[src/rtl/lkt_result_packer.sv]
// Collects out-of-order lookup results into slot positions and emits one packed batch when all slots are filled.
// Optional: define LKT_PACK_PARITY_EN to add the per-slot out_parity output.
module lkt_result_packer #(
  parameter int unsigned RESULT_WIDTH = 3,
  parameter int unsigned NUM_LOOKUPS  = 8,
  parameter int unsigned IDX_W        = (NUM_LOOKUPS > 1) ? $clog2(NUM_LOOKUPS) : 1
) (
  input  logic                                clk,
  input  logic                                rst_n,
  input  logic                                flush,
  input  logic                                in_valid,
  output logic                                in_ready,
  input  logic [IDX_W-1:0]                    in_idx,
  input  logic [RESULT_WIDTH-1:0]             in_result,
  output logic                                out_valid,
  input  logic                                out_ready,
  output logic [NUM_LOOKUPS*RESULT_WIDTH-1:0] out_data,
  output logic                                err_dup,
  output logic                                err_range,
  output logic [15:0]                         batch_cnt
`ifdef LKT_PACK_PARITY_EN
  ,
  output logic [NUM_LOOKUPS-1:0]              out_parity
`endif
);

  localparam int unsigned DATA_W = NUM_LOOKUPS * RESULT_WIDTH;
  localparam logic [NUM_LOOKUPS-1:0] ALL_FILLED = '1;

  typedef enum logic {COLLECT = 1'b0, HOLD = 1'b1} state_t;

  state_t                  state_q, state_d;
  logic [NUM_LOOKUPS-1:0]  fill_q, fill_d;
  logic [DATA_W-1:0]       data_q;
  logic [NUM_LOOKUPS-1:0]  sel_c;
  logic                    in_range_c;
  logic                    write_c;
  logic                    dup_c;
  logic                    range_c;
  logic                    out_fire_c;
  logic                    clear_c;

  // One-hot slot decode of the incoming index
  always_comb begin
    sel_c      = '0;
    in_range_c = (32'(in_idx) < NUM_LOOKUPS);
    for (int unsigned k = 0; k < NUM_LOOKUPS; k++) begin
      sel_c[k] = (32'(in_idx) == k);
    end
  end

  // Next-state and handshake decisions; flush overrides everything
  always_comb begin
    state_d    = state_q;
    fill_d     = fill_q;
    in_ready   = 1'b0;
    write_c    = 1'b0;
    dup_c      = 1'b0;
    range_c    = 1'b0;
    out_fire_c = 1'b0;
    clear_c    = 1'b0;
    case (state_q)
      COLLECT: begin
        in_ready = !flush;
        if (in_valid && !flush) begin
          if (!in_range_c) begin
            range_c = 1'b1;
          end else if (|(sel_c & fill_q)) begin
            dup_c = 1'b1;
          end else begin
            write_c = 1'b1;
            fill_d  = fill_q | sel_c;
            if (fill_d == ALL_FILLED) state_d = HOLD;
          end
        end
      end
      HOLD: begin
        if (out_ready && !flush) begin
          out_fire_c = 1'b1;
          clear_c    = 1'b1;
          fill_d     = '0;
          state_d    = COLLECT;
        end
      end
      default: state_d = COLLECT;
    endcase
    if (flush) begin
      clear_c = 1'b1;
      fill_d  = '0;
      state_d = COLLECT;
    end
  end

  // State register
  always_ff @(posedge clk) begin
    if (!rst_n) begin
      state_q <= COLLECT;
      fill_q  <= '0;
    end else begin
      state_q <= state_d;
      fill_q  <= fill_d;
    end
  end

  // Slot storage, error pulses and batch counter; cleared slots read as zero
  always_ff @(posedge clk) begin
    if (!rst_n) begin
      data_q    <= '0;
      err_dup   <= 1'b0;
      err_range <= 1'b0;
      batch_cnt <= '0;
    end else begin
      err_dup   <= dup_c;
      err_range <= range_c;
      if (out_fire_c) batch_cnt <= batch_cnt + 16'd1;
      if (clear_c) begin
        data_q <= '0;
      end else if (write_c) begin
        for (int unsigned k = 0; k < NUM_LOOKUPS; k++) begin
          if (sel_c[k]) data_q[k*RESULT_WIDTH +: RESULT_WIDTH] <= in_result;
        end
      end
    end
  end

`ifdef LKT_PACK_PARITY_EN
  logic [NUM_LOOKUPS-1:0] parity_q;

  // Parity tracked alongside the slot data it protects
  always_ff @(posedge clk) begin
    if (!rst_n) begin
      parity_q <= '0;
    end else if (clear_c) begin
      parity_q <= '0;
    end else if (write_c) begin
      for (int unsigned k = 0; k < NUM_LOOKUPS; k++) begin
        if (sel_c[k]) parity_q[k] <= ^in_result;
      end
    end
  end

  assign out_parity = parity_q;
`endif

  assign out_valid = (state_q == HOLD);
  assign out_data  = data_q;

endmodule
[config.mk]
export PLATFORM = sky130hd
export DESIGN_NAME = lkt_result_packer
export DESIGN_NICKNAME = d
export VERILOG_FILES = /design/src/rtl/lkt_result_packer.sv
export SDC_FILE = /design/constraint.sdc
export NUM_CORES = 1
export LEC_CHECK = 0
export CORE_AREA = 2 2 70 78
export CTS_BUF_LIST = sky130_fd_sc_hd__clkbuf_8
export CTS_CLUSTER_SIZE = 25
export DETAILED_ROUTE_END_ITERATION = 8
export DIE_AREA = 0 0 72 80
export GPL_TIMING_DRIVEN = 0
export PLACE_DENSITY = 0.76
export SLEW_MARGIN = 20
export SYNTH_ARGS = -nofsm -noshare
export SYNTH_HDL_FRONTEND = slang
export SYNTH_SLANG_ARGS = --single-unit
[constraint.sdc]
create_clock -name clk -period 2 [get_ports clk]
set_input_delay 0.6 -clock clk [delete_from_list [all_inputs] [get_ports clk]]
set_output_delay 0.6 -clock clk [all_outputs]
set_load 0.02 [all_outputs]
==> results of run 1 <==
## placed cells by master, fill, tap and decap left out, types with 3 or more instances in the layout
| master | n |
|---|---|
| xnor2_1 | 7 |
| mux2i_1 | 27 |
| nor2_1 | 42 |
| a21oi_1 | 13 |
| nand2b_1 | 7 |
| clkbuf_1 | 9 |
| nand3_1 | 4 |
| dlymetal6s2s_1 | 5 |
| or3_1 | 8 |
| nand2_1 | 17 |
| buf_4 | 6 |
| clkbuf_8 | 6 |
| dlygate4sd2_1 | 7 |
| dfxtp_1 | 49 |
| inv_1 | 8 |
| clkbuf_2 | 3 |
| xor2_1 | 3 |
| nor3_1 | 4 |
| clkdlybuf4s50_1 | 37 |
## sequential cells by signal (all words and copies together), names as in the netlist
register and cells:
out_data 24, err_dup 1, out_valid 1, batch_cnt 16
fill_q 8
## what timing repair did
item	in CTS	in global routing
pin swaps	1	1
cloned	0	0
resized for setup	29	9
setup endpoints to repair	34	16
buffers inserted	4	0
## worst max-delay path, stage by stage
cell           delay, ns
dlygate4sd2_1       0.26
or4b_4              0.56
or3_1               0.32
clkbuf_1            0.18
mux2i_1             0.18
nor2_1              0.06
## power breakdown
part	leakage [nW]	switching [mW]	total, mW	internal [mW]
Clock	0.0683	0.345	0.846	0.501
Combinational	0.810	0.0688	0.120	0.0512
Sequential	0.403	0.00289	1.00	0.998
Total	1.28	0.417	1.97	1.55
## per-stage QoR
step            util  worst slack, ns
2_1_floorplan      -           0.0324
3_3_place_gp   0.560           -0.672
3_5_place_dp   0.560           -0.732
4_1_cts        0.608          0.00157
5_1_grt        0.608          0.00615
6_report       0.608           0.0450
## kinds of logic (layout without fill, tap and decap cells)
group                    Yosys count  in the layout
AND/OR/NAND/NOR                  105            105
flip-flops                        50             50
multiplexers                      29             29
buffers and inverters             26             86
AO/OA/AOI/OAI                     23             23
XOR/XNOR                          10             10
adder cells (fa/ha/maj)            1              1
other                              1              1
## layout make-up
class	instances	area share
buffer	16	0.0294
inverter	8	0.00994
tap	58	0.0240
clock buffer	5	0.0228
sequential	50	0.332
clock inverter	3	0.0228
timing repair buffer	54	0.177
multi-input combinational	169	0.382
## worst paths after layout
check | depth (start not counted) | end | slack, ns
worst min-delay path | 2 | batch_cnt[15]$_SDFFE_PN0P_ | 0.48
worst max register to register | 5 | out_data[7]$_SDFFE_PP0P_ | 0.19
worst min register to register | 2 | batch_cnt[15]$_SDFFE_PN0P_ | 0.48
worst max-delay path | 6 | out_data[7]$_SDFFE_PP0P_ | 0.04
## per-layer routing
metal | global-route usage | share of wire | up-vias
met5 | 0 | 0 | -
met4 | 0.0566 | 0.011 | 0
met3 | 0.0556 | 0.066 | 6
met2 | 0.303 | 0.46 | 53
met1 | 0.236 | 0.46 | 869
li1 | - | - | 946
==> results.json, run 1 <==
{
  "drtAntennaViolNets": 0,
  "syn-instance-count": 245,
  "power_density_nw_per_um2": 651,
  "p_total_mw": 1.97,
  "setup_viol": 0,
  "maxCapViolations": 0,
  "num-fill-cells": 408,
  "numPortBuffers": 50,
  "first_iter_violations": 56,
  "synth_common_cells": "dfxtp_1, nor2_1, mux2i_1, nand2_1, clkbuf_1",
  "final_cells": 363,
  "clock_sinks": 50,
  "syn_nets": 257,
  "synthesis.area_sq_um": 2210,
  "core_sq_um": 4970,
  "synth_top_family_by_area": "simple AND/OR/NAND/NOR gates",
  "wirelength_um": 5100,
  "floorplan.rows": 27,
  "hpwl_um": 3540,
  "dr.pass1.iters": 4,
  "rsz0062_at_grt": "no",
  "die_h_um": 80,
  "fp.dieW_um": 72,
  "synth.distinct_cells": 41,
  "synth_top_area_frac": 0.453,
  "gp_congestion": 0.755,
  "synthAdderAreaFrac": 0.00566,
  "grt_pass1_wl_um": 8470,
  "reg2reg_from": "out_valid$_SDFF_PP0_",
  "holdWs_ns": 0.478,
  "ir_worst_vdd_uv": 545,
  "run_status": "complete, no violations",
  "multiInputGateArea_sq_um": 1150,
  "seq_area_sq_um": 1000,
  "max_freq_mhz": 511,
  "synthSimpleGateAreaFrac": 0.249,
  "hold_viol_final": 0,
  "drive_above_1_share": 0.111,
  "seq_area_frac_synth": 0.453,
  "hp-class": "reg -> reg",
  "io_pins": 55,
  "tritoncts": "done",
  "arrival_ns": 2.15,
  "track_usage": 0.186,
  "numCtsBuffers": 5,
  "path_class": "in -> reg",
  "yosys_warnings": 0,
  "cts_buffer_depth": 2,
  "wl_per_cell_um": 14.0,
  "post-route-period-util": 0.978,
  "grt_max_degree": 17,
  "skew_ns": 0.0105,
  "synth-xor-area-share": 0.0396,
  "diodes": 0,
  "synthMuxAreaShare": 0.143,
  "clock_latency_ns": 0.30,
  "dp.cells": 353,
  "synthFlopType": "dfxtp_1",
  "end_kind": "register",
  "grt_pass1_vias": 1797,
  "async_reset_ff_frac": 0,
  "setup-tns-final_ns": 0,
  "vias_per_cell": 5.16,
  "synthTopCellsByArea": "dfxtp_1, mux2i_1, nor2_1",
  "grt_antenna_before_repair": 0,
  "synth_compound_area_frac": 0.0612,
  "num_vias": 1874,
  "dieArea_sq_um": 5760,
  "synth-edff-count": 0,
  "h-tree-depth": 2,
  "yosysTopAreaCell": "dfxtp_1",
  "start_util": 0.445,
  "nets": 316,
  "synth-seq-cells": 50,
  "root_buffer": "clkbuf_8",
  "drcViolationCount": 0,
  "slew_violations": 0,
  "placedInstanceArea_sq_um": 2780,
  "worstSetupStartpointType": "input port",
  "cts_hold_buffers": 0,
  "clkTransAtPathRegs_ns": 0.10,
  "synth.avg_cell_area_sq_um": 9.02,
  "synth.most_common_cell": "dfxtp_1",
  "finalCriticalPeriod_ns": 1.96,
  "overflow": 0,
  "areaGrowthSynthToFinish_pct": 36.7,
  "crit_start": "in_idx[2]",
  "p_leak_nw": 1.28,
  "min_from": "batch_cnt[15]$_SDFFE_PN0P_",
  "cp.required_ns": 2.20,
  "crit_fanout": 4,
  "finalInstanceArea_sq_um": 3020
}
No activity file was read; power rests on OpenSTA's default activity.
==> run 2: changes to the inputs <==
Settings changed: TNS_END_PERCENT set to 100.
==> results of run 2 <==
No change in the layout: final DEF, timing and power equal those of run 1.
